## config.mk

```make
export PLATFORM = sky130hd
export DESIGN_NAME = fetch_queue_flat
export DESIGN_NICKNAME = d
export VERILOG_FILES = /design/src/rtl/fetch_queue_pkg.sv /design/src/rtl/fetch_queue_if.sv /design/src/rtl/fetch_queue_fifo.sv /design/src/rtl/fetch_queue.sv /design/src/flat_wrapper.sv
export SDC_FILE = /design/constraint.sdc
export NUM_CORES = 1
export LEC_CHECK = 0
export ABC_AREA = 1
export BUFFER_PORTS_ARGS = -buffer_cell sky130_fd_sc_hd__buf_2
export CAP_MARGIN = 20
export CELL_PAD_IN_SITES_DETAIL_PLACEMENT = 1
export CELL_PAD_IN_SITES_GLOBAL_PLACEMENT = 2
export CORE_UTILIZATION = 38
export CTS_BUF_LIST = sky130_fd_sc_hd__clkbuf_4
export CTS_CLUSTER_DIAMETER = 50
export DETAILED_ROUTE_END_ITERATION = 10
export GPL_ROUTABILITY_DRIVEN = 0
export GPL_TIMING_DRIVEN = 1
export PLACE_DENSITY = 0.88
export SLEW_MARGIN = 25
export SYNTH_ARGS = -nofsm -noshare
export SYNTH_HDL_FRONTEND = slang
export SYNTH_SLANG_ARGS = --single-unit
```

## constraint.sdc

```tcl
create_clock -name clk -period 3.6 [get_ports clk]
set_input_delay 0.72 -clock clk [delete_from_list [all_inputs] [get_ports clk]]
set_output_delay 0.72 -clock clk [all_outputs]
set_load 0.01 [all_outputs]
```

## src/rtl/fetch_queue_pkg.sv

```systemverilog
// fetch_queue_pkg: fetch-control state encodings and default sizing
package fetch_queue_pkg;
  localparam int FQ_AW = 16;
  localparam int FQ_DW = 16;
  localparam int FQ_BYTES = 2;
  localparam int FQ_DEPTH = 4;
  typedef enum logic [1:0] {IDLE, REQ, DISCARD, HALTED} state_t;
endpackage

```

## src/rtl/fetch_queue_if.sv

```systemverilog
// fetch_queue_if: instruction-memory request bus plus decode-side valid/ready bus
interface fetch_queue_if import fetch_queue_pkg::*; #(
  parameter int AW = FQ_AW,
  parameter int DW = FQ_DW
);
  logic          mem_req;
  logic [AW-1:0] mem_addr;
  logic          mem_ack;
  logic [DW-1:0] mem_data;
  logic          mem_exc;
  logic          out_valid;
  logic          out_ready;
  logic [AW-1:0] out_pc;
  logic [DW-1:0] out_inst;
  modport master (
    output mem_req, mem_addr, out_valid, out_pc, out_inst,
    input  mem_ack, mem_data, mem_exc, out_ready
  );
  modport slave (
    input  mem_req, mem_addr, out_valid, out_pc, out_inst,
    output mem_ack, mem_data, mem_exc, out_ready
  );
endinterface

```

## src/rtl/fetch_queue_fifo.sv

```systemverilog
// fetch_queue_fifo: circular buffer of {pc, inst} entries; flush beats push and pop
module fetch_queue_fifo import fetch_queue_pkg::*; #(
  parameter int DEPTH = FQ_DEPTH,
  parameter int W = FQ_AW + FQ_DW
) (
  input  logic                         clk,
  input  logic                         rst,
  input  logic                         i_push,
  input  logic                         i_pop,
  input  logic                         i_flush,
  input  logic [W-1:0]                 i_data,
  output logic [W-1:0]                 o_data,
  output logic [$clog2(DEPTH+1)-1:0]   o_count,
  output logic                         o_full,
  output logic                         o_empty
);
  localparam int PW = $clog2(DEPTH);
  localparam int CW = $clog2(DEPTH + 1);
  logic [W-1:0]  r_mem [DEPTH];
  logic [PW-1:0] r_head, r_tail;
  logic [CW-1:0] r_count;
  logic          w_push, w_pop;
  assign o_full  = r_count == CW'(DEPTH);
  assign o_empty = r_count == '0;
  assign w_push  = i_push & !o_full & !i_flush;
  assign w_pop   = i_pop & !o_empty & !i_flush;
  assign o_data  = r_mem[r_head];
  assign o_count = r_count;
  always_ff @(posedge clk)
    if (w_push) r_mem[r_tail] <= i_data;
  always_ff @(posedge clk) begin
    if (rst || i_flush) begin
      r_head  <= '0;
      r_tail  <= '0;
      r_count <= '0;
    end else begin
      r_head  <= r_head + PW'(w_pop);
      r_tail  <= r_tail + PW'(w_push);
      r_count <= r_count + CW'(w_push) - CW'(w_pop);
    end
  end
endmodule

```

## src/rtl/fetch_queue.sv

```systemverilog
// fetch_queue: sequential instruction prefetch with redirect/halt flush and a
// DISCARD state that swallows the response of a request made before a flush
module fetch_queue import fetch_queue_pkg::*; #(
  parameter int INST_ADDR_WIDTH = FQ_AW,
  parameter int INST_DATA_BIT_WIDTH = FQ_DW,
  parameter int NUM_BYTES_IN_INST = FQ_BYTES,
  parameter int QUEUE_DEPTH = FQ_DEPTH
) (
  input  logic                       clk,
  input  logic                       rst,
  fetch_queue_if.master              io_bus,
  input  logic                       i_redirect,
  input  logic [INST_ADDR_WIDTH-1:0] i_redirect_addr,
  input  logic                       i_halt,
  output logic                       o_exc_fetch
);
  localparam int AW = INST_ADDR_WIDTH;
  localparam int DW = INST_DATA_BIT_WIDTH;
  localparam int CW = $clog2(QUEUE_DEPTH + 1);
  localparam logic [CW-1:0] DEPTH_C = CW'(QUEUE_DEPTH);
  state_t          r_state, w_state;
  logic            r_halt_pend, w_halt_pend, r_mem_req, w_mem_req, r_exc, w_exc;
  logic [AW-1:0]   r_fetch_pc, w_fetch_pc, r_mem_addr, w_mem_addr, w_pc_inc;
  logic [CW-1:0]   w_count, w_count_nxt;
  logic            w_full, w_empty, w_flush, w_push, w_pop, w_wait, w_ack;
  logic [AW+DW-1:0] w_head;
  assign w_flush     = i_halt | i_redirect;
  assign w_ack       = r_mem_req & io_bus.mem_ack;
  assign w_wait      = r_mem_req & !io_bus.mem_ack;
  assign w_push      = r_state == REQ & w_ack & !io_bus.mem_exc & !w_flush;
  assign w_pop       = !w_empty & io_bus.out_ready & !w_flush;
  assign w_count_nxt = w_count + CW'(w_push) - CW'(w_pop);
  assign w_pc_inc    = r_fetch_pc + AW'(NUM_BYTES_IN_INST);
  fetch_queue_fifo #(.DEPTH(QUEUE_DEPTH), .W(AW + DW)) u_fifo (
    .clk(clk), .rst(rst), .i_push(w_push), .i_pop(w_pop), .i_flush(w_flush),
    .i_data({r_mem_addr, io_bus.mem_data}), .o_data(w_head), .o_count(w_count),
    .o_full(w_full), .o_empty(w_empty)
  );
  always_comb begin
    w_state     = r_state;
    w_halt_pend = r_halt_pend;
    w_mem_req   = r_mem_req;
    w_mem_addr  = r_mem_addr;
    w_fetch_pc  = r_fetch_pc;
    w_exc       = r_exc;
    if (i_halt) begin
      w_halt_pend = 1'b1;
      w_mem_req   = w_wait;
      w_state     = w_wait ? DISCARD : HALTED;
    end else if (i_redirect && r_state != HALTED) begin
      w_fetch_pc = i_redirect_addr;
      w_exc      = r_state == DISCARD ? r_exc : 1'b0;
      w_mem_req  = w_wait;
      w_state    = w_wait ? DISCARD : (r_halt_pend ? HALTED : IDLE);
    end else if (r_state == IDLE) begin
      w_mem_req  = !w_full & !r_exc;
      w_mem_addr = r_fetch_pc;
      w_state    = (!w_full && !r_exc) ? REQ : IDLE;
    end else if (r_state == REQ && w_ack && io_bus.mem_exc) begin
      w_exc     = 1'b1;
      w_mem_req = 1'b0;
      w_state   = IDLE;
    end else if (r_state == REQ && w_ack) begin
      w_fetch_pc = w_pc_inc;
      w_mem_addr = w_pc_inc;
      w_mem_req  = w_count_nxt != DEPTH_C;
      w_state    = w_count_nxt != DEPTH_C ? REQ : IDLE;
    end else if (r_state == DISCARD && w_ack) begin
      w_mem_req = 1'b0;
      w_state   = r_halt_pend ? HALTED : IDLE;
    end
  end
  always_ff @(posedge clk) begin
    if (rst) begin
      r_state     <= IDLE;
      r_halt_pend <= 1'b0;
      r_mem_req   <= 1'b0;
      r_mem_addr  <= '0;
      r_fetch_pc  <= '0;
      r_exc       <= 1'b0;
    end else begin
      r_state     <= w_state;
      r_halt_pend <= w_halt_pend;
      r_mem_req   <= w_mem_req;
      r_mem_addr  <= w_mem_addr;
      r_fetch_pc  <= w_fetch_pc;
      r_exc       <= w_exc;
    end
  end
  assign io_bus.mem_req   = r_mem_req;
  assign io_bus.mem_addr  = r_mem_addr;
  assign io_bus.out_valid = !w_empty;
  assign io_bus.out_pc    = w_empty ? '0 : w_head[AW+DW-1:DW];
  assign io_bus.out_inst  = w_empty ? '0 : w_head[DW-1:0];
  assign o_exc_fetch      = r_exc;
endmodule

```

## src/flat_wrapper.sv

```systemverilog
// flat-port wrapper written by rule: the top's interface ports become plain ports
module fetch_queue_flat import fetch_queue_pkg::*;
#(
  parameter int INST_ADDR_WIDTH = FQ_AW,
  parameter int INST_DATA_BIT_WIDTH = FQ_DW,
  parameter int NUM_BYTES_IN_INST = FQ_BYTES,
  parameter int QUEUE_DEPTH = FQ_DEPTH
)
  (clk, rst, i_redirect, i_redirect_addr, i_halt, o_exc_fetch, io_bus_mem_req, io_bus_mem_addr, io_bus_out_valid, io_bus_out_pc, io_bus_out_inst, io_bus_mem_ack, io_bus_mem_data, io_bus_mem_exc, io_bus_out_ready);
  fetch_queue_if #(.AW(16), .DW(16)) io_bus_i ();
  input  logic clk;
  input  logic rst;
  input  logic i_redirect;
  input  logic [INST_ADDR_WIDTH-1:0] i_redirect_addr;
  input  logic i_halt;
  output logic o_exc_fetch;
  output wire logic [$bits(io_bus_i.mem_req)-1:0] io_bus_mem_req;
  output wire logic [$bits(io_bus_i.mem_addr)-1:0] io_bus_mem_addr;
  output wire logic [$bits(io_bus_i.out_valid)-1:0] io_bus_out_valid;
  output wire logic [$bits(io_bus_i.out_pc)-1:0] io_bus_out_pc;
  output wire logic [$bits(io_bus_i.out_inst)-1:0] io_bus_out_inst;
  input wire logic [$bits(io_bus_i.mem_ack)-1:0] io_bus_mem_ack;
  input wire logic [$bits(io_bus_i.mem_data)-1:0] io_bus_mem_data;
  input wire logic [$bits(io_bus_i.mem_exc)-1:0] io_bus_mem_exc;
  input wire logic [$bits(io_bus_i.out_ready)-1:0] io_bus_out_ready;
  assign io_bus_mem_req = io_bus_i.mem_req;
  assign io_bus_mem_addr = io_bus_i.mem_addr;
  assign io_bus_out_valid = io_bus_i.out_valid;
  assign io_bus_out_pc = io_bus_i.out_pc;
  assign io_bus_out_inst = io_bus_i.out_inst;
  assign io_bus_i.mem_ack = io_bus_mem_ack;
  assign io_bus_i.mem_data = io_bus_mem_data;
  assign io_bus_i.mem_exc = io_bus_mem_exc;
  assign io_bus_i.out_ready = io_bus_out_ready;
  fetch_queue #(.INST_ADDR_WIDTH(INST_ADDR_WIDTH), .INST_DATA_BIT_WIDTH(INST_DATA_BIT_WIDTH), .NUM_BYTES_IN_INST(NUM_BYTES_IN_INST), .QUEUE_DEPTH(QUEUE_DEPTH)) u_core (.clk(clk), .rst(rst), .io_bus(io_bus_i), .i_redirect(i_redirect), .i_redirect_addr(i_redirect_addr), .i_halt(i_halt), .o_exc_fetch(o_exc_fetch));
endmodule
```

==> results.md <==
- Commonest cells in the netlist: nor2_1, edfxtp_1, o21ai_0, a21oi_1, nand2_1
- Worst Path Max Fanout: 24
- IR drop worst, VDD: around 0.00019 V
- Syn avg cell area: around 10 µm²
- Later-pin clock latency in the skew report: 0.57 ns
- I/O Buffers: 89
- Synth Register Bits: between 150 and 200
- Die ar.: 20000 µm²
- Total Wirelength: 18900 µm
- Synth top area cells: edfxtp_1, dfxtp_1, nor2_1, o21ai_0, a21oi_1
- Startpoint types: flip-flop
- Initial core utilization: 39.2%
- Grt ovf: 0
- Setup WS post-layout: ~0.45 ns
- Top_reg_cell synth: edfxtp_1
- Count leader, synth: nor2_1
- Pre-antenna DRT Iters: 4
- Post-CTS sizing: 0
- Yosys warns: 0
- WHS Path Cells: 1
- Switching share of power: 25.2%
- # DRC: 0
- Slew Limit Fails: 0
- Max-Cap Viols: 0
- Worst Setup End Kind: output pin
- Pint: around 2.6 mW
- Status: completed
- Worst path top cell family by delay: buffers and inverters
- Clk sinks: around 170
- Pwr Density: between 400 and 500 nW/µm²
- Layout net count: between 800 and 900
- Cell area after synthesis: approximately 7400 µm²
- Sw Pwr: just under 0.9 mW
- Final hold slack: ~0.36 ns
- WL/cell: 17.3 µm
- Kind of critical path: reg2out
- Unique cell type count in the Yosys netlist: 37
- Clk buf depth: 2
- CTS buffer count: 17
- Fraction of registers with async set/reset: 0%
- Routed Antenna Nets: 0
- # rows: 50
- Area delta synth->final: 13.4%
- Buf/Inv on CP: 3
- Setup WS pre-CTS: 0.649 ns
- RSZ-0062 raised after global routing: no
- Fin crit share: 87.5%
- Maximum achievable frequency: about 0.32 GHz
- Min Tclk post-route: approximately 3.2 ns
- Seq pwr share: between 60% and 70%
- R2R depth: 9
- Boundary pin count: 90
- Horiz. Die Dim: approximately 140 µm
- Worst Hold Class: in2reg
- Seq/Total Area, Yosys: a little under two thirds
- Largest net degree at the start of global routing: 66
- Via count: about 5500
- Worst-margin pin slew: ~0.79 ns
- Post-CTS setup repair buffer count: 0
- Fillers: approximately 2200
- CP arrival: 2.43 ns
- Critical-path top delay cell: clkinv_1
- Antenna violations before repair: 1
- Leakage: 3.15 nW
- Post-Syn Nets: ~800
- Vias in the first global route: 5846
- CORE AREA: roughly 19000 µm²
- Root Driver: clkbuf_4
- Slowest Stage Delay on Critical Path: ~0.5 ns
- TritonCTS clock tree: yes
- H-tree Lvls: 4
- Crit path required time: roughly 2.9 ns
- Count of final hold-check violations: 0
- Hold-fix buffers, CTS: 0
- Setup TNS: 0 ns
- Clk_skew: between 0.015 and 0.02 ns
- First-pass GRT wire length: 30300 µm
- Top-area cell type share of the netlist area: 51.9%
- Post-DR vias/cell: 5.04
- Combinational power share: between 6 and 7%
- CTS clk-pin slew, worst paths: 0.14 ns
- Gr usage total: between 10% and 20%
- 1st-iter DRT viols: 344
- Worst-path cell chain: clkinv_1, buf_4, o21ai_0, a21oi_1, buf_2
- Share of cells above drive strength 1: 19.1%
- Levels on crit path: 5
- Slew HR: 47.3%
- Post-Syn Instances: 734
- Clock Power Share: approximately 30%
- Post-synth EDFFs: 128
- DP HPWL: roughly 13000 µm
- Final setup vio count: 0
- Most area-hungry cell type in the Yosys netlist: edfxtp_1
- Die height: 142 µm
- Final Power: 3.49 mW
cell type report:
class	instances	area [µm²]	share of cell area, %
Antenna cell	1	2.50	0.0298
Multi-Input combinational cell	482	2370	28.3
Clock buffer	20	150	1.79
Inverter	43	161	1.92
Timing Repair Buffer	99	546	6.50
Tap cell	260	325	3.87
Clock inverter	12	114	1.36
Sequential cell	172	4730	56.3
cell families after synthesis:
logic type / count (synthesis) / synth area share, %
buffers and inverters: 80 / 4.61
XOR/XNOR: 12 / 1.42
flip-flops: 172 / 63.8
adder cells (fa/ha/maj): 9 / 1.72
AO/OA/AOI/OAI: 189 / 13.3
AND/OR/NAND/NOR: 272 / 15.1
layer usage:
layer | vias up | GRT usage [%] | routed length, µm
met2 | 113 | 35.1 | 9490
li1 | 2683 | - | -
met5 | - | 0 | 0
met4 | 0 | 6.90 | 268
met3 | 20 | 3.75 | 699
met1 | 2677 | 24.2 | 8400
through the flow:
step / cell area (µm²) / util [%] / instances
after CTS: 8400 / 44.4 / 1088
after floorplan: 7400 / - / 734
after detailed placement: 8130 / 43.0 / 1056
after global placement: 8130 / 43.0 / 1056
final: 8400 / 44.5 / 1089
after global routing: 8400 / 44.5 / 1089
final timing paths:
| kind | startpoint | end | slack [ns] |
|---|---|---|---|
| max | u_core.u_fifo.r_head[0] | io_bus_out_inst[5] | 0.45 |
| max reg2reg | u_core.u_fifo.o_count[1] | u_core.u_fifo.o_count[2] | 1.02 |
| min reg2reg | u_core.r_halt_pend | u_core.r_halt_pend | 0.50 |
| min | io_bus_mem_data[14] | u_core.u_fifo.r_mem[2][14] | 0.36 |
sequential cells by signal (all words and copies together), names as in the netlist:
signal,count
u_core.r_fetch_pc,16
u_core.u_fifo.o_count,3
u_core.u_fifo.r_mem,128
u_core.r_halt_pend,1
u_core.u_fifo.r_tail,2
u_core.r_state,2
u_core.io_bus.mem_req,1
u_core.u_fifo.r_head,2
u_core.io_bus.mem_addr,16
u_core.o_exc_fetch,1
power by group through the flow:
| stage | Combinational, mW | Sequential [mW] | Clock [mW] |
|---|---|---|---|
| after floorplan | 0.143 | 2.24 | 0 |
| after global placement | 0.217 | 2.26 | 0 |
| after detailed placement | 0.224 | 2.26 | 0 |
| after CTS | 0.226 | 2.21 | 1.09 |
| after global routing | 0.252 | 2.22 | 1.16 |
| final | 0.224 | 2.21 | 1.06 |
worst reg2reg max path, cell delays in order (launching register included):
cell	delay, ns
dfxtp_1	0.41
nor3_4	0.20
buf_4	0.41
nor2_1	0.15
ha_1	0.31
inv_1	0.04
ha_1	0.19
fa_1	0.38
or2_2	0.32
a21oi_1	0.12
cell usage in the layout, fill, tap and decap left out, drive strengths merged:
master    Yosys  final
a21oi        78     78
a31oi         8      8
buf          18     99
bufinv        0      1
clkbuf       19     20
clkinv        2      7
clkinvlp      0      2
dfxtp        44     44
diode         0      1
edfxtp      128    128
fa            2      2
ha            7      7
inv          41     45
nand2        81     81
nand3        16     16
nand4         1      1
nor2        166    166
nor3          5      5
o211ai        4      4
o21ai        97     97
o22ai         1      1
o31ai         1      1
or2           3      3
xnor2         5      5
xor2          7      7
Note: power is estimated with default switching activity, not from simulation.
